==> config.mk <==
export PLATFORM = sky130hd
export DESIGN_NAME = mem_arbiter
export DESIGN_NICKNAME = d
export VERILOG_FILES = /design/src/rtl/mem_arbiter.sv
export SDC_FILE = /design/constraint.sdc
export NUM_CORES = 1
export LEC_CHECK = 0
export BUFFER_PORTS_ARGS = -buffer_cell sky130_fd_sc_hd__buf_2
export CAP_MARGIN = 20
export CORE_AREA = 2 2 208 210
export CTS_BUF_LIST = sky130_fd_sc_hd__clkbuf_4
export DETAILED_ROUTE_END_ITERATION = 8
export DIE_AREA = 0 0 210 212
export PLACE_DENSITY_LB_ADDON = 0.05
export SETUP_SLACK_MARGIN = 0.3
export SYNTH_ARGS = -nofsm -noshare
export SYNTH_HDL_FRONTEND = slang
export SYNTH_SLANG_ARGS = --single-unit
export TNS_END_PERCENT = 20
==> constraint.sdc <==
create_clock -name clock -period 2.3 [get_ports clock]
set_input_delay 0.115 -clock clock [delete_from_list [all_inputs] [get_ports clock]]
set_output_delay 0.115 -clock clock [all_outputs]
set_load 0.05 [all_outputs]
==> src/rtl/mem_arbiter.sv <==
// Round-robin arbiter sharing one data-memory port between the IFU and the LSU.
// Handles one transaction at a time: accept, issue downstream, await response, then pulse the owner.
module mem_arbiter #(
  parameter int ADDR_W = 64,
  parameter int DATA_W = 64
) (
  input  logic                clock,
  input  logic                reset,

  input  logic                ifu_req_valid,
  output logic                ifu_req_ready,
  input  logic [ADDR_W-1:0]   ifu_addr,
  output logic                ifu_resp_valid,
  output logic [DATA_W-1:0]   ifu_resp_data,

  input  logic                lsu_req_valid,
  output logic                lsu_req_ready,
  input  logic                lsu_wen,
  input  logic [ADDR_W-1:0]   lsu_addr,
  input  logic [DATA_W-1:0]   lsu_wdata,
  input  logic [DATA_W/8-1:0] lsu_wmask,
  output logic                lsu_resp_valid,
  output logic [DATA_W-1:0]   lsu_resp_data,

  output logic                mem_req_valid,
  input  logic                mem_req_ready,
  output logic                mem_wen,
  output logic [ADDR_W-1:0]   mem_addr,
  output logic [DATA_W-1:0]   mem_wdata,
  output logic [DATA_W/8-1:0] mem_wmask,
  input  logic                mem_resp_valid,
  input  logic [DATA_W-1:0]   mem_resp_data
);

  typedef enum logic [1:0] {IDLE, REQ, WAIT, RESP} state_t;

  state_t              state, state_next;
  logic                owner_lsu;
  logic                last_lsu;
  logic [ADDR_W-1:0]   addr_q;
  logic                wen_q;
  logic [DATA_W-1:0]   wdata_q;
  logic [DATA_W/8-1:0] wmask_q;
  logic [DATA_W-1:0]   ifu_data_q;
  logic [DATA_W-1:0]   lsu_data_q;
  logic                grant_ifu, grant_lsu;
  logic                accept_ifu, accept_lsu;

  // On a tie the requester that did not win last time gets the port.
  assign grant_ifu  = ifu_req_valid && (!lsu_req_valid ||  last_lsu);
  assign grant_lsu  = lsu_req_valid && (!ifu_req_valid || !last_lsu);
  assign accept_ifu = ifu_req_valid && ifu_req_ready;
  assign accept_lsu = lsu_req_valid && lsu_req_ready;

  always_ff @(posedge clock) begin
    if (reset) state <= IDLE;
    else       state <= state_next;
  end

  always_comb begin
    state_next = state;
    case (state)
      IDLE:    if (accept_ifu || accept_lsu) state_next = REQ;
      REQ:     if (mem_req_ready)            state_next = WAIT;
      WAIT:    if (mem_resp_valid)           state_next = RESP;
      RESP:                                  state_next = IDLE;
      default:                               state_next = IDLE;
    endcase
  end

  always_comb begin
    ifu_req_ready  = 1'b0;
    lsu_req_ready  = 1'b0;
    mem_req_valid  = 1'b0;
    ifu_resp_valid = 1'b0;
    lsu_resp_valid = 1'b0;
    case (state)
      IDLE: begin
        ifu_req_ready = grant_ifu;
        lsu_req_ready = grant_lsu;
      end
      REQ:  mem_req_valid = 1'b1;
      RESP: begin
        ifu_resp_valid = !owner_lsu;
        lsu_resp_valid =  owner_lsu;
      end
      default: ;
    endcase
  end

  always_ff @(posedge clock) begin
    if (reset) begin
      owner_lsu  <= 1'b0;
      last_lsu   <= 1'b1;
      addr_q     <= '0;
      wen_q      <= 1'b0;
      wdata_q    <= '0;
      wmask_q    <= '0;
      ifu_data_q <= '0;
      lsu_data_q <= '0;
    end else begin
      if (state == IDLE && (accept_ifu || accept_lsu)) begin
        owner_lsu <= accept_lsu;
        last_lsu  <= accept_lsu;
        if (accept_lsu) begin
          addr_q  <= lsu_addr;
          wen_q   <= lsu_wen;
          wdata_q <= lsu_wdata;
          wmask_q <= lsu_wmask;
        end else begin
          addr_q  <= ifu_addr;
          wen_q   <= 1'b0;
          wdata_q <= '0;
          wmask_q <= '0;
        end
      end
      // Each requester keeps its own data so the non-owner's output is never disturbed.
      if (state == WAIT && mem_resp_valid) begin
        if (owner_lsu) lsu_data_q <= wen_q ? '0 : mem_resp_data;
        else           ifu_data_q <= mem_resp_data;
      end
    end
  end

  assign mem_wen       = wen_q;
  assign mem_addr      = addr_q;
  assign mem_wdata     = wdata_q;
  assign mem_wmask     = wmask_q;
  assign ifu_resp_data = ifu_data_q;
  assign lsu_resp_data = lsu_data_q;

endmodule

==> results summary, run 1 <==
The flow ran to the end, and the final reports show no timing, DRC or antenna violations. The source of the worst register-to-register timing path is state[0]. The DRC violation count after routing came out at 0. Once detail routing completed, the nets flagged for antenna violations numbered 0.

The area growth from synthesis to final layout came out at 67.60%. The HPWL after detailed placement is 29930 um. The final clock period utilization by the worst path is 0.8595. The clock passes through at most 3 buffers. The synthesized instance count came out at 1221. The die outline height came out at 212 um. The clock skew after layout came out at 0.04789 ns. For this design, the sink count on the clock tree is 269. The path type of the worst setup path is primary input to flop.

The clock period could shrink to 1.977 ns. The max-slew violation count came out at 0. For this run, asynchronously set or reset flops after synthesis account for 0. The final number of setup-violating endpoints is 0.

Routability-driven placement finished with a final weighted congestion of 0.7934. The start point of the critical path is ifu_req_valid. Ranked by instance count, the synthesized netlist is headed by sky130_fd_sc_hd__dfxtp_1 (269), sky130_fd_sc_hd__nand2_1 (194), sky130_fd_sc_hd__a21oi_1 (130). Yosys attributes the largest share of cell area to sky130_fd_sc_hd__dfxtp_1 (51%), sky130_fd_sc_hd__nand2_1 (6.9%), sky130_fd_sc_hd__a21oi_1 (6.2%).

The transition at the pin with the smallest max-transition slack is 0.7556 ns. The count of buffers added on input and output ports is 540. Setup repair after global routing could not meet its margin everywhere. The headroom to the max-slew limit is 0.4944. The post-route standard cell area excluding fillers is 17640 um2. The final standard cell utilization of the core came out at 0.4151.

The total count of hold-check failures in the final report is 0. In the final routed layout, each cell accounts on average for 18.31 um. The largest total area in the synthesized netlist belongs to sky130_fd_sc_hd__dfxtp_1.

The die width is 210 um. In this run the worst hold path is classified as primary input to flop. The worst hold-check slack came out at 0.1578 ns.

The signal arrival time at the worst endpoint is 2.64 ns. The most used flip-flop cell after synthesis is sky130_fd_sc_hd__dfxtp_1. The number of H-tree levels came out at 3.

sky130_fd_sc_hd__dfxtp_1 is the most common cell in the netlist. The worst setup path is launched from a primary input. The non-filler instance count after layout came out at 2612. After synthesis, the netlist uses 29 different library cells. For this design the total switching power over the nets is 8.204 mW. The net count after synthesis is 1496. The area of placed instances came out at 13760 um2. The layout cell share with drive strength beyond 1 is 0.3462. After detailed routing, the number of vias per cell comes to 4.729. The final net count is 2294. The starting density of the core is 0.2477. The share of synthesized area in the top cell type comes to 0.5115. For this run, the top clock speed supported by timing is 0.5059 GHz.

The total of warnings raised by yosys came out at 0. For the worst-skew pair, the clock arrives at the later sink with an insertion delay of 0.76 ns. Across the VDD grid, the largest voltage drop is 0.4844 mV. The share of total power dissipated in the clock network is 0.253. The cell internal power dissipation is 10.39 mW. The floorplan die area came out at 44520 um2. The worst endpoint required time is 2.97 ns. The ratio of total power to cell area came out at 1054 nW/um2.

The startpoint identified for the worst hold timing path is lsu_wdata[27]. Summing over every cut layer, the via total after detailed routing is 12350. The number of flip-flops and latches in the synthesized netlist came out at 269. The cell count after placement is 2202. Of the total power, combinational logic draws 0.432. The leakage dissipation came out at 7.804 nW. The post-route setup TNS is 0 ns.

The number of top-level pins came out at 541. In this run the worst path has a maximum fanout of 24. The part of the Yosys area used for sequential elements came out at 0.5115. STA classifies the critical path endpoint as a flop. The first routing iteration left 667 violations. The max-cap violation count is 0. The largest net degree at the start of global routing is 99. The net switching share of the total power came out at 0.4411.

The first TritonRoute pass finished after 5 iterations. The total number of placement rows came out at 76. The number of synthesized flops with an enable pin came out at 0. The mean area per synthesized cell is 8.622 um2.

The initial antenna violation count came out at 2. The fraction of power consumed by sequential logic came out at 0.315. The core footprint came out at 42510 um2. The routed wire length is 47830 um.

For this run, the total global-route usage over all layers was measured as 0.2075. The clock tree from TritonCTS is done. The post-synth design cell area is 10530 um2. The number of clock buffers inserted by TritonCTS came out at 83. The via count of the first global-routing pass was 12380. The first global-routing pass estimated 71750 um of wire. The clock-pin slew on the worst setup and hold paths is 0.07 ns. The total overflow left after global routing is 0. The clock root buffer master is sky130_fd_sc_hd__clkbuf_4.
what timing repair did:
item / CTS / global route
hold buffers: 273 / 0
setup buffers: 2 / 1
setup endpoints to repair: 4 / 22
resized for setup: 17 / 4
hold endpoints to repair: 269 / 0
gates cloned: 2 / 0
pin swaps: 1 / 1
worst paths after layout:
| kind | end | slack, ns | cells past startpoint |
|---|---|---|---|
| max | mem_wdata[45] | 0.32 | 7 |
| min | mem_wdata[27] | 0.16 | 4 |
| max reg2reg | state[1] | 0.38 | 7 |
| min reg2reg | lsu_resp_data[28] | 0.45 | 2 |
logic make-up after synthesis:
family	after synthesis	share of synthesized area
compound gates	401	0.2410
fa+ha+maj	4	0.004754
buf+inv	134	0.06109
flops	269	0.5115
mux	1	0.0009508
simple gates	412	0.1807
registers in the layout, summed over array words and instances, names as in the netlist:
| name | count |
|---|---|
| ifu_resp_data | 64 |
| mem_wen | 1 |
| lsu_resp_data | 64 |
| mem_wdata | 64 |
| state | 2 |
| mem_wmask | 8 |
| last_lsu | 1 |
| mem_addr | 64 |
| owner_lsu | 1 |
metrics by stage:
step	total power, mW	setup slack [ns]
after floorplan	11.18	0.4874
after global placement	13.34	0.4908
after detailed placement	13.36	0.4277
after CTS	18.82	0.2500
after global routing	19.67	0.2535
final	18.60	0.3232
routing by layer:
layer / vias up / routed length, um / GRT usage
li1: 5976 / - / -
met1: 5779 / 19520 / 0.2406
met2: 500 / 23010 / 0.3494
met3: 96 / 3568 / 0.06337
met4: 2 / 1709 / 0.1008
met5: - / 11 / 0
placed cells by master (no fill, tap or decap), types with 9 or more instances in the layout:
| cell type | netlist | final |
|---|---|---|
| sky130_fd_sc_hd__dfxtp_1 | 269 | 265 |
| sky130_fd_sc_hd__buf_2 | 55 | 535 |
| sky130_fd_sc_hd__nor2_1 | 77 | 76 |
| sky130_fd_sc_hd__buf_12 | 0 | 19 |
| sky130_fd_sc_hd__a32oi_1 | 73 | 73 |
| sky130_fd_sc_hd__o21ai_1 | 22 | 22 |
| sky130_fd_sc_hd__a31oi_1 | 64 | 64 |
| sky130_fd_sc_hd__nand2_1 | 194 | 193 |
| sky130_fd_sc_hd__o21ai_0 | 43 | 42 |
| sky130_fd_sc_hd__a21oi_1 | 130 | 129 |
| sky130_fd_sc_hd__nand3_1 | 65 | 64 |
| sky130_fd_sc_hd__dlygate4sd3_1 | 0 | 273 |
| sky130_fd_sc_hd__clkbuf_4 | 0 | 121 |
| sky130_fd_sc_hd__buf_4 | 17 | 9 |
| sky130_fd_sc_hd__nand3b_1 | 65 | 65 |
| sky130_fd_sc_hd__o21bai_1 | 64 | 64 |
worst max-delay path, stage by stage:
cell                            delay, ns
sky130_fd_sc_hd__dlygate4sd3_1       0.56
sky130_fd_sc_hd__buf_2               0.15
sky130_fd_sc_hd__dlygate4sd3_1       0.67
sky130_fd_sc_hd__o21ai_4             0.64
sky130_fd_sc_hd__buf_4               0.32
sky130_fd_sc_hd__a32oi_1             0.08
sky130_fd_sc_hd__nor2_1              0.10
power by group through the flow:
stage                     combinational (mW)  clock (mW)  sequential [mW]
after detailed placement                7.41           0             5.94
final                                   8.03        4.71             5.87
after global placement                  7.40           0             5.94
after CTS                               8.02        4.95             5.85
after floorplan                         2.74           0             8.45
after global routing                    8.53        5.19             5.95
final cells by class:
class	count	area [um2]
repair buffers	843	5982
diodes	1	2.502
fillers	4402	24860
clock inverters	10	90.09
flip-flops and latches	269	5390
well taps	546	683.2
inverters	4	15.01
multi-input cells	818	4573
clock buffers	121	908.4
Power figures use the tool's default switching activity.
==> run 2: changes to the inputs <==
- ABC_AREA: default -> 1
- CORE_AREA: 2 2 208 210 -> 2 2 211 213
- DIE_AREA: 0 0 210 212 -> 0 0 213 215
==> run 2 against run 1 <==
Critical path depth grew 1. Sequential share of layout area shrank 0.61 points. Synthesized cell count grew 22%. Critical path type is now flop to output pin. Largest power group unchanged.
==> results summary, run 2 <==
The run finished with clean final reports. The post-route standard cell area excluding fillers is 18010 um2 (+2.1%). The signal arrival time at the worst endpoint is 1.90 ns (-0.74 ns). The initial antenna violation count came out at 3 (+1). The post-synth design cell area came out at 10770 um2 (+2.3%). The routed via count divided by cell count came out at 4.252 (-10%). The final number of setup-violating endpoints is 0 (unchanged). The final global-route overflow total came to 0 (unchanged). The core footprint is 43640 um2 (+2.7%). The tightest min-delay check is of the primary input to flop type.

The overall track demand over capacity in global routing came to 0.1953 (-0.01218). By area the synthesized netlist is led by sky130_fd_sc_hd__dfxtp_1 (50%), sky130_fd_sc_hd__o21ai_0 (11%), sky130_fd_sc_hd__nand2_1 (10%). The transition at the pin with the smallest max-transition slack came out at 0.8057 ns (+0.05011 ns). The cell count after placement came out at 2523 (+15%). The die outline height is 215 um (+1.4%). The via count of the first global-routing pass came to 12940 (+4.5%). The synthesized instance count came to 1484 (+22%).

The endpoint type of the worst setup path is an output pin. The die width is 213 um (+1.4%). The total number of placement rows came out at 77 (+1.3%). The clock-pin slew on the worst setup and hold paths is 0.06 ns (about the same). The proportion of register bits with asynchronous set or reset after synthesis is 0 (unchanged).

The floorplan die area came to 45800 um2 (+2.9%). The detailed-placement wirelength estimate is 30110 um (+0.60%). The post-layout minimum cycle time came out at 2.013 ns (+0.03652 ns). The area of placed instances came to 13990 um2 (+1.7%).

The global-route wire length before repair is 69990 um (-2.5%). The total chip power is 19.28 mW (+3.6%). The largest net degree at the start of global routing is 139 (+40%).

The leakage dissipation came to 9.368 nW (+20%). The peak supply drop was 0.4924 mV (+1.7%). The non-filler instance count after layout came to 2956 (+13%). The number of buffers on the longest clock path is 3 (unchanged). The portion of synthesized cell area occupied by the leading cell type is 0.4999 (-0.01159). The maximum fanout along the worst path was 12 (-50%). Sorting the synthesized cells by how often they occur yields sky130_fd_sc_hd__nand2_1 (288), sky130_fd_sc_hd__dfxtp_1 (269), sky130_fd_sc_hd__o21ai_0 (244). The headroom to the max-slew limit came out at 0.4629 (-0.03150). The max-cap violation count is 0 (unchanged). The final net count is 2576 (+12%). The clock sink count is 269 (unchanged). The number of clock buffers inserted by TritonCTS came out at 83 (unchanged). Summed over all instances, the cell type with the most area after synthesis is sky130_fd_sc_hd__dfxtp_1. The max-slew violation count came to 0 (unchanged). Setup repair after global routing could not meet its margin everywhere.

The maximum clock frequency is 0.4967 GHz (-1.8%). The mean area per synthesized cell came out at 7.258 um2 (-16%). The post-synthesis cell type count is 17 (-41%). The post-route setup TNS came out at 0 ns (unchanged). The routed wire length is 45900 um (-4.0%). The number of synthesized flops with an enable pin was 0 (unchanged). The DRC violation count after routing came to 0 (unchanged). The final standard cell utilization of the core is 0.4127 (-0.002447). The antenna violation net count after detailed routing came out at 0 (unchanged).

The routed wire length per instance is 15.53 um (-15%). The number of design-rule violations left by the first detailed-router iteration is 538 (-19%). The area growth from synthesis to final layout is 67.20%. In the layout the commonest cells are sky130_fd_sc_hd__buf_2 (538), sky130_fd_sc_hd__nand2_1 (285), sky130_fd_sc_hd__dlygate4sd3_1 (283). The clock root buffer master is sky130_fd_sc_hd__clkbuf_4. The worst setup path is of the flop to output pin kind. The worst setup path is launched from a flop.

The total count of hold-check failures in the final report is 0 (unchanged). The worst hold-check slack was 0.1381 ns (-0.01974 ns). The count of input and output buffers is 540 (unchanged). The most common cell in the synthesized netlist is sky130_fd_sc_hd__nand2_1. The detailed-route via count is 12570 (+1.7%). The clock latency at the later pin of the worst-skew pair is 0.77 ns (about the same). The net count after synthesis is 1759 (+18%).

The total of warnings raised by yosys was 0 (unchanged). The count of TritonRoute iterations in the first routing pass came out at 5 (unchanged). The worst endpoint required time is 2.18 ns (-0.79 ns).

The part of the Yosys area used for sequential elements came out at 0.4999 (-0.01159). The layout cell share with drive strength beyond 1 is 0.3006 (-0.04565). The ratio of total power to cell area is 1070 nW/um2 (+1.5%). The final clock period utilization by the worst path came out at 0.8754 (+0.01588). The number of top-level pins came out at 541 (unchanged). The clock tree from TritonCTS is done. The starting density of the core is 0.2468 (-0.0008640). The clock skew after layout is 0.06327 ns (+0.01538 ns). The number of flip-flops and latches in the synthesized netlist was 269 (unchanged).

The number of H-tree levels is 3 (unchanged). The post-placement setup slack is 0.3912 ns (-0.03647 ns). The prevailing post-synth register cell is sky130_fd_sc_hd__dfxtp_1. The setup slack of the critical path after layout came out at 0.2867 ns (-0.03652 ns). The library cell used most frequently in the layout, excluding fill and tap cells, is sky130_fd_sc_hd__buf_2. The final weighted congestion in routability-driven placement is 0.7806 (-1.6%).
==> run 2: path summary, 6_finish.rpt <==
path / cells after the start / slack, ns / start / to
max reg2reg: 10 / 0.43 / state[0] / mem_wdata[42]
max: 8 / 0.29 / state[0] / lsu_req_ready
min: 4 / 0.14 / mem_resp_data[59] / ifu_resp_data[59]
min reg2reg: 2 / 0.46 / mem_wdata[3] / mem_wdata[3]
==> run 2: power by group <==
group	switching (mW)	internal, mW
clock network	2.22	2.72
logic	6.10	2.30
registers	0.404	5.53
total	8.72	10.6
==> run 2: cell type report <==
type,instances,area (um2)
Timing Repair Buffer,847,5908
Inverter,207,782.0
Fill cell,4706,25630
Multi-Input combinational cell,893,4095
Clock buffer,120,900.9
Antenna cell,2,5.005
Sequential cell,269,5391
Clock inverter,26,186.4
Tap cell,592,740.7
==> run 2: worst max-delay path, cell delays in order, from the launching register on <==
cell                      delay, ns
sky130_fd_sc_hd__dfxtp_2       0.36
sky130_fd_sc_hd__inv_2         0.06
sky130_fd_sc_hd__ha_4          0.17
sky130_fd_sc_hd__nand2_2       0.09
sky130_fd_sc_hd__inv_2         0.06
sky130_fd_sc_hd__nand2_4       0.09
sky130_fd_sc_hd__inv_4         0.06
sky130_fd_sc_hd__buf_12        0.14
sky130_fd_sc_hd__buf_12        0.15
==> run 2: repair_timing <==
action | 4_1_cts | 5_1_grt
setup buffers | 1 | 0
hold buffers | 283 | 1
endpoints found under the setup margin | 4 | 5
gates resized for setup | 17 | 1
endpoints found under the hold margin | 269 | 3
cloned | 1 | 0
==> run 2: metal layers <==
layer,global-route usage,routed length (um),up-vias
met5,0,13,-
met2,0.3250,21270,435
li1,-,-,6400
met1,0.2152,18600,5609
met3,0.06971,3871,122
met4,0.1086,2139,2
==> run 2: logic make-up (layout without fill, tap and decap cells) <==
group | count (synthesis) | after routing | synth area share
adders and majority gates | 4 | 4 | 0.004646
DFF | 269 | 269 | 0.4999
other | 0 | 2 | 0
AOI/OAI and AO/OA | 394 | 394 | 0.1831
and+or+nand+nor | 495 | 495 | 0.1881
buffers and inverters | 322 | 1200 | 0.1243
